### src/rtl/pipeline_ctrl_if.sv
// Pipeline control bundle: hazard/memory status in, per-stage advance/flush out.
// Latency: purely wiring; timing is set by the modules on either side.
// Backpressure: stalls are expressed by dropping the per-stage enables.
interface pipeline_ctrl_if;
  // status from the datapath
  logic        ihit;
  logic        dhit;
  logic        dmemREN;
  logic        dmemWEN;
  logic        halt;
  logic        idex_memread;
  logic [4:0]  idex_rd;
  logic [4:0]  ifid_rs;
  logic [4:0]  ifid_rt;
  logic        branch_taken;
  logic        jump;
  // stage controls back to the datapath
  logic        pc_en;
  logic        ifid_en;
  logic        idex_en;
  logic        exmem_en;
  logic        memwb_en;
  logic        ifid_flush;
  logic        idex_flush;
  logic        exmem_flush;
  // observability
  logic        halted;
  logic [1:0]  state;
  logic [15:0] stall_cnt;

  // controller side
  modport master (
    input  ihit, dhit, dmemREN, dmemWEN, halt, idex_memread, idex_rd,
           ifid_rs, ifid_rt, branch_taken, jump,
    output pc_en, ifid_en, idex_en, exmem_en, memwb_en,
           ifid_flush, idex_flush, exmem_flush, halted, state, stall_cnt
  );

  // datapath side
  modport slave (
    output ihit, dhit, dmemREN, dmemWEN, halt, idex_memread, idex_rd,
           ifid_rs, ifid_rt, branch_taken, jump,
    input  pc_en, ifid_en, idex_en, exmem_en, memwb_en,
           ifid_flush, idex_flush, exmem_flush, halted, state, stall_cnt
  );
endinterface

### src/rtl/pipeline_ctrl.sv
// Five-stage pipeline controller: stage enables/flushes, data-wait FSM, halt, stall counter.
// Latency: enables/flushes combinational from state+inputs; state/halted/stall_cnt registered.
// Backpressure: a pending data access or missing ihit freezes stages by clearing enables.
module pipeline_ctrl (
  input  logic           CLK,
  input  logic           nRST,
  pipeline_ctrl_if.master bus
);

  localparam logic [1:0] RUN    = 2'b00;
  localparam logic [1:0] DWAIT  = 2'b01;
  localparam logic [1:0] HALTED = 2'b10;

  logic [1:0]  state_r, state_nxt;
  logic        halted_r, halted_nxt;
  logic [15:0] stall_r;

  logic memreq, memok, lu_haz, go;
  logic pc_en, ifid_en, idex_en, exmem_en, memwb_en;
  logic ifid_flush, idex_flush, exmem_flush;

  // memory-request status and load-use detection against decode sources
  always_comb begin
    memreq = bus.dmemREN | bus.dmemWEN;
    memok  = !memreq | bus.dhit;
    lu_haz = bus.idex_memread && (bus.idex_rd != 5'd0) &&
             ((bus.idex_rd == bus.ifid_rs) || (bus.idex_rd == bus.ifid_rt));
  end

  // next-state and stage-control decode; "go" means the memory side is satisfied this cycle
  always_comb begin
    state_nxt   = state_r;
    halted_nxt  = halted_r;
    go          = 1'b0;
    pc_en       = 1'b0;
    ifid_en     = 1'b0;
    idex_en     = 1'b0;
    exmem_en    = 1'b0;
    memwb_en    = 1'b0;
    ifid_flush  = 1'b0;
    idex_flush  = 1'b0;
    exmem_flush = 1'b0;

    case (state_r)
      RUN: begin
        // dhit with no outstanding request is irrelevant: memok is already 1
        if (!memok) state_nxt = DWAIT;
        else        go        = 1'b1;
      end
      DWAIT: begin
        if (bus.dhit) begin
          go        = 1'b1;
          state_nxt = RUN;
        end
      end
      HALTED: ;
      default: state_nxt = RUN;
    endcase

    if (go) begin
      if (bus.halt && bus.ihit) begin
        // let the halting instruction retire, freeze everything behind it
        memwb_en   = 1'b1;
        state_nxt  = HALTED;
        halted_nxt = 1'b1;
      end else if (bus.branch_taken) begin
        // branch resolved late: squash the three younger stages, wins over load-use
        pc_en       = bus.ihit;
        ifid_en     = bus.ihit;
        idex_en     = bus.ihit;
        exmem_en    = bus.ihit;
        memwb_en    = bus.ihit;
        ifid_flush  = bus.ihit;
        idex_flush  = bus.ihit;
        exmem_flush = bus.ihit;
      end else if (lu_haz) begin
        // hold PC and IF/ID, inject a bubble into ID/EX; a pending jump retries next cycle
        idex_en    = bus.ihit;
        idex_flush = bus.ihit;
        exmem_en   = bus.ihit;
        memwb_en   = bus.ihit;
      end else begin
        pc_en      = bus.ihit;
        ifid_en    = bus.ihit;
        idex_en    = bus.ihit;
        exmem_en   = bus.ihit;
        memwb_en   = bus.ihit;
        ifid_flush = bus.jump & bus.ihit;
      end
    end

    // nothing advances while reset is held
    if (!nRST) begin
      pc_en       = 1'b0;
      ifid_en     = 1'b0;
      idex_en     = 1'b0;
      exmem_en    = 1'b0;
      memwb_en    = 1'b0;
      ifid_flush  = 1'b0;
      idex_flush  = 1'b0;
      exmem_flush = 1'b0;
    end
  end

  // FSM state and sticky halt flag
  always_ff @(posedge CLK or negedge nRST) begin
    if (!nRST) begin
      state_r  <= RUN;
      halted_r <= 1'b0;
    end else begin
      state_r  <= state_nxt;
      halted_r <= halted_nxt;
    end
  end

  // count cycles where the PC is held, saturating instead of wrapping
  always_ff @(posedge CLK or negedge nRST) begin
    if (!nRST) begin
      stall_r <= 16'd0;
    end else if ((state_r != HALTED) && !pc_en && (stall_r != 16'hFFFF)) begin
      stall_r <= stall_r + 16'd1;
    end
  end

  assign bus.pc_en       = pc_en;
  assign bus.ifid_en     = ifid_en;
  assign bus.idex_en     = idex_en;
  assign bus.exmem_en    = exmem_en;
  assign bus.memwb_en    = memwb_en;
  assign bus.ifid_flush  = ifid_flush;
  assign bus.idex_flush  = idex_flush;
  assign bus.exmem_flush = exmem_flush;
  assign bus.halted      = halted_r;
  assign bus.state       = state_r;
  assign bus.stall_cnt   = stall_r;

endmodule

### src/flat_wrapper.sv
// flat-port wrapper written by rule: the top's interface ports become plain ports
module pipeline_ctrl_flat 
  (CLK, nRST, bus_ihit, bus_dhit, bus_dmemREN, bus_dmemWEN, bus_halt, bus_idex_memread, bus_idex_rd, bus_ifid_rs, bus_ifid_rt, bus_branch_taken, bus_jump, bus_pc_en, bus_ifid_en, bus_idex_en, bus_exmem_en, bus_memwb_en, bus_ifid_flush, bus_idex_flush, bus_exmem_flush, bus_halted, bus_state, bus_stall_cnt);
  pipeline_ctrl_if bus_i ();
  input  logic CLK;
  input  logic nRST;
  input wire logic [$bits(bus_i.ihit)-1:0] bus_ihit;
  input wire logic [$bits(bus_i.dhit)-1:0] bus_dhit;
  input wire logic [$bits(bus_i.dmemREN)-1:0] bus_dmemREN;
  input wire logic [$bits(bus_i.dmemWEN)-1:0] bus_dmemWEN;
  input wire logic [$bits(bus_i.halt)-1:0] bus_halt;
  input wire logic [$bits(bus_i.idex_memread)-1:0] bus_idex_memread;
  input wire logic [$bits(bus_i.idex_rd)-1:0] bus_idex_rd;
  input wire logic [$bits(bus_i.ifid_rs)-1:0] bus_ifid_rs;
  input wire logic [$bits(bus_i.ifid_rt)-1:0] bus_ifid_rt;
  input wire logic [$bits(bus_i.branch_taken)-1:0] bus_branch_taken;
  input wire logic [$bits(bus_i.jump)-1:0] bus_jump;
  output wire logic [$bits(bus_i.pc_en)-1:0] bus_pc_en;
  output wire logic [$bits(bus_i.ifid_en)-1:0] bus_ifid_en;
  output wire logic [$bits(bus_i.idex_en)-1:0] bus_idex_en;
  output wire logic [$bits(bus_i.exmem_en)-1:0] bus_exmem_en;
  output wire logic [$bits(bus_i.memwb_en)-1:0] bus_memwb_en;
  output wire logic [$bits(bus_i.ifid_flush)-1:0] bus_ifid_flush;
  output wire logic [$bits(bus_i.idex_flush)-1:0] bus_idex_flush;
  output wire logic [$bits(bus_i.exmem_flush)-1:0] bus_exmem_flush;
  output wire logic [$bits(bus_i.halted)-1:0] bus_halted;
  output wire logic [$bits(bus_i.state)-1:0] bus_state;
  output wire logic [$bits(bus_i.stall_cnt)-1:0] bus_stall_cnt;
  assign bus_i.ihit = bus_ihit;
  assign bus_i.dhit = bus_dhit;
  assign bus_i.dmemREN = bus_dmemREN;
  assign bus_i.dmemWEN = bus_dmemWEN;
  assign bus_i.halt = bus_halt;
  assign bus_i.idex_memread = bus_idex_memread;
  assign bus_i.idex_rd = bus_idex_rd;
  assign bus_i.ifid_rs = bus_ifid_rs;
  assign bus_i.ifid_rt = bus_ifid_rt;
  assign bus_i.branch_taken = bus_branch_taken;
  assign bus_i.jump = bus_jump;
  assign bus_pc_en = bus_i.pc_en;
  assign bus_ifid_en = bus_i.ifid_en;
  assign bus_idex_en = bus_i.idex_en;
  assign bus_exmem_en = bus_i.exmem_en;
  assign bus_memwb_en = bus_i.memwb_en;
  assign bus_ifid_flush = bus_i.ifid_flush;
  assign bus_idex_flush = bus_i.idex_flush;
  assign bus_exmem_flush = bus_i.exmem_flush;
  assign bus_halted = bus_i.halted;
  assign bus_state = bus_i.state;
  assign bus_stall_cnt = bus_i.stall_cnt;
  pipeline_ctrl u_core (.CLK(CLK), .nRST(nRST), .bus(bus_i));
endmodule
### config.mk
export PLATFORM = sky130hd
export DESIGN_NAME = pipeline_ctrl_flat
export DESIGN_NICKNAME = d
export VERILOG_FILES = /design/src/rtl/pipeline_ctrl_if.sv /design/src/rtl/pipeline_ctrl.sv /design/src/flat_wrapper.sv
export SDC_FILE = /design/constraint.sdc
export NUM_CORES = 1
export LEC_CHECK = 0
export ABC_CLOCK_PERIOD_IN_PS = 2200
export BUFFER_PORTS_ARGS = -buffer_cell sky130_fd_sc_hd__buf_4
export CAP_MARGIN = 30
export CORE_MARGIN = 3
export CORE_UTILIZATION = 41
export DETAILED_ROUTE_END_ITERATION = 12
export PLACE_DENSITY = 0.77
export SYNTH_ARGS = -nofsm -noshare
export SYNTH_HDL_FRONTEND = slang
export SYNTH_SLANG_ARGS = --single-unit
### constraint.sdc
create_clock -name CLK -period 2.2 [get_ports CLK]
set_clock_uncertainty 0.15 [all_clocks]
set_input_delay 0.22 -clock CLK [delete_from_list [all_inputs] [get_ports CLK]]
set_output_delay 0.22 -clock CLK [all_outputs]
set_load 0.005 [all_outputs]
==> out/qor.csv <==
stage,metric,value,unit
yosys,most common flop cell mapped by yosys,dfrtp_1,
yosys,Yosys top cell by area,dfrtp_1,
yosys,Post-Synthesis Cell Area,1100,um^2
grt,number of global-route vias before repair,1075,
yosys,sequential share of the synthesized area,43.2,%
grt,initial antenna violation count,0,
yosys,Post-synth EDFFs,0,
sta,Final period util,98.3,%
final_layout,Area Growth Syn to Fin,52.0,%
critical_path,CP Max Fanout,3,
drt,met2 WL,1250,um
pwr,PD cells,762,nW/um^2
drt,WL met1,1100,um
sta,min cycle time layout,2160,ps
yosys,most frequent cells after synthesis,"19 x dfrtp_1, 14 x xnor2_1, 11 x xor2_1, 8 x nand2_1, 8 x nor2_1",
die,Cell Rows,18,
clock_tree,Worst-path clk slew,100,ps
drt,DRC viols,0,
clock_tree,# clock sinks,19,
yosys,syn avg cell area,10.0,um^2
yosys,Synth area leaders,"dfrtp_1 43%, xnor2_1 11%, xor2_1 8.8%",
critical_path,CP cell instances,ha_2 -> nand3_1 -> nor4_1 -> or4_4 -> o21bai_4 -> or4b_4 -> xnor2_1,
critical_path,r2r setup slk,40,ps
pwr,maximum VDD drop,708,uV
drt,DR vias,1073,
clock_tree,CTS tree,built,
min_path,HP Class,in2reg,
clock_tree,clock latency on the worst-skew pair,290,ps
yosys,post-synth top area share,43.2,%
final_layout,register area,475,um^2
die,die area,3340,um^2
drt,DR WL/cell,12.7,um
drt,initial DRC count,14,
clock_tree,CTS Buf Count,3,
yosys,Synth cell types,31,
placed_design,Port Buffers,51,
pwr,Clk pwr share,13.3,%
pwr,Internal,0.863,mW
placed_design,routability cong.,0.770,
die,Initial Util,43.7,%
critical_path,CP max stage cell,or4b_4,
pwr,total power,1.28,mW
drt,drt first pass iters,4,
pwr,Seq pwr share,37.8,%
sta,min setup slack post-route,36.4,ps
pwr,combinational share of power,48.9,%
die,core box area,2520,um^2
clock_tree,Max Buffers Root-to-Sink,2,
sta,f_max,462,MHz
drt,Highest Signal Layer,met4,
yosys,Yosys warnings,0,
final_layout,layout cells sized above 1,42.2,%
yosys,cell count after synthesis,110,
grt,largest net degree at the start of global routing,20,
die,Die H,57.8,um
clock_tree,htree depth,1,
drt,drt total wl,2680,um
final_layout,Final nets,207,
pwr,Pleak,0.801,nW
placed_design,dpl ws,23.6,ps
sta,final hold slack,83.3,ps
drt,Avg Vias per Cell,5.11,
critical_path,WS Path Type,reg2reg,
yosys,Synth async-reset ratio,100,%
pwr,switching pwr,0.412,mW
critical_path,cells on worst reg2reg path,7,
drt,DR WL met3,305,um
sta,slew at the pin closest to its max-slew limit,831,ps
clock_tree,setup repair bufs after CTS,0,
yosys,post-synthesis sequential element count,19,
job,max-cap check violation count,0,
yosys,cell with the most instances after synthesis,dfrtp_1,
critical_path,Crit path required time,2230,ps
grt,Total GRT Usage,16.2,%
critical_path,CP max stage delay,470,ps
sta,Pins Over Slew Limit,0,
final_layout,area of the multi-input gates,601,um^2
drt,Final ANT Viol Nets,0,
final_layout,n_diodes,0,
placed_design,HPWL Detailed,2150,um
outcome,status,"complete, no violations",
pwr,switching part of the total,32.3,%
sta,Final Hold Vio Count,0,
grt,first-pass GRT wire length,4300,um
sta,Slew HR,44.4,%
critical_path,Crit path arrival time,2200,ps
grt,total gr overflow,0,
sta,RSZ-0062 raised after global routing,true,
clock_tree,clk root buf,clkbuf_4,
min_path,hold depth,3,
yosys,syn nets,136,
final_layout,# fillers,224,
die,Die Width,57.8,um
die,io pins,52,
sta,final setup vio count,0,
critical_path,crit path launch type,flop,
critical_path,Critical Path Sink Type,flop,
path summary, 6_finish.rpt:
kind,to,start
max,u_core.bus.stall_cnt[14],u_core.bus.stall_cnt[1]
min,u_core.bus.state[1],bus_halt
max reg2reg,u_core.bus.stall_cnt[14],u_core.bus.stall_cnt[1]
min reg2reg,u_core.bus.halted,u_core.bus.halted
max in group asynchronous,u_core.bus.stall_cnt[1],nRST
min in group asynchronous,u_core.bus.halted,nRST
critical path: cells and delay by family (launching register included):
family | cells | cell delay (ps)
simple gates | 4 | 1050
flops | 1 | 400
fa+ha+maj | 1 | 200
compound gates | 1 | 130
xor+xnor | 1 | 130
layout make-up:
cell class	instances	share of cell area [%]
Tap cell	30	2.24
Timing Repair Buffer	69	31.2
Sequential cell	19	28.4
Clock buffer	4	1.57
Multi-Input combinational cell	85	35.9
Inverter	3	0.673
power groups by stage:
stage          combinational [mW]  clock (mW)  sequential [mW]
3_3_place_gp                0.604           0            0.486
5_1_grt                     0.687       0.196            0.493
3_5_place_dp                0.624           0            0.491
6_report                    0.624       0.169            0.482
2_1_floorplan               0.212           0            0.546
4_1_cts                     0.632       0.177            0.484
cells in the final DEF (no fill, tap or decap):
cell / instances
and3_1: 3
o21ai_2: 1
buf_4: 67
a21boi_0: 1
nand2b_1: 3
dlygate4sd3_1: 2
o21a_1: 1
or4b_4: 1
clkbuf_1: 1
a22oi_1: 1
o211ai_1: 1
mux2_2: 1
o21bai_4: 1
or4_4: 1
nand3_1: 5
and4_1: 1
nor2_1: 8
nand4_1: 7
nor3_1: 5
o21ai_0: 1
dfrtp_1: 19
xnor2_1: 14
and2_1: 2
a21boi_1: 1
or4_1: 1
clkbuf_4: 3
o2111a_1: 1
inv_1: 3
xor2_1: 11
nand2_1: 8
nor4_1: 1
nor2b_1: 2
o211a_1: 1
ha_2: 1
kinds of logic after synthesis:
group                      synth area share [%]
AOI/OAI and AO/OA                          8.30
buffers and inverters                      2.84
and+or+nand+nor                            23.6
adders and majority gates                  1.14
xor gates and xnor gates                   19.9
muxes                                      1.02
DFF                                        43.2
through the flow:
stage / std cells / area, um^2 / util, % / setup TNS, ps
finish: 210 / 1670 / 66.4 / 0
detailed placement: 204 / 1620 / 64.4 / 0
global placement: 204 / 1620 / 64.4 / 0
floorplan: 110 / 1100 / - / -23.3
CTS: 210 / 1670 / 66.2 / 0
global route: 210 / 1670 / 66.4 / -31.3
flip-flops by register name, summed over array words and instances (netlist names):
signal	flops
u_core.bus.state	2
u_core.bus.stall_cnt	16
u_core.bus.halted	1
per-layer routing:
layer,vias to the layer above,track usage (%)
li1,520,-
met1,501,18.2
met2,50,28.7
met3,2,4.23
met4,0,6.95
met5,-,0
what timing repair did:
action,CTS,global route
setup endpoints to repair,0,5
hold buffers,2,0
resized for setup,0,2
hold endpoints to repair,20,0
Note: power is estimated with default switching activity, not from simulation.
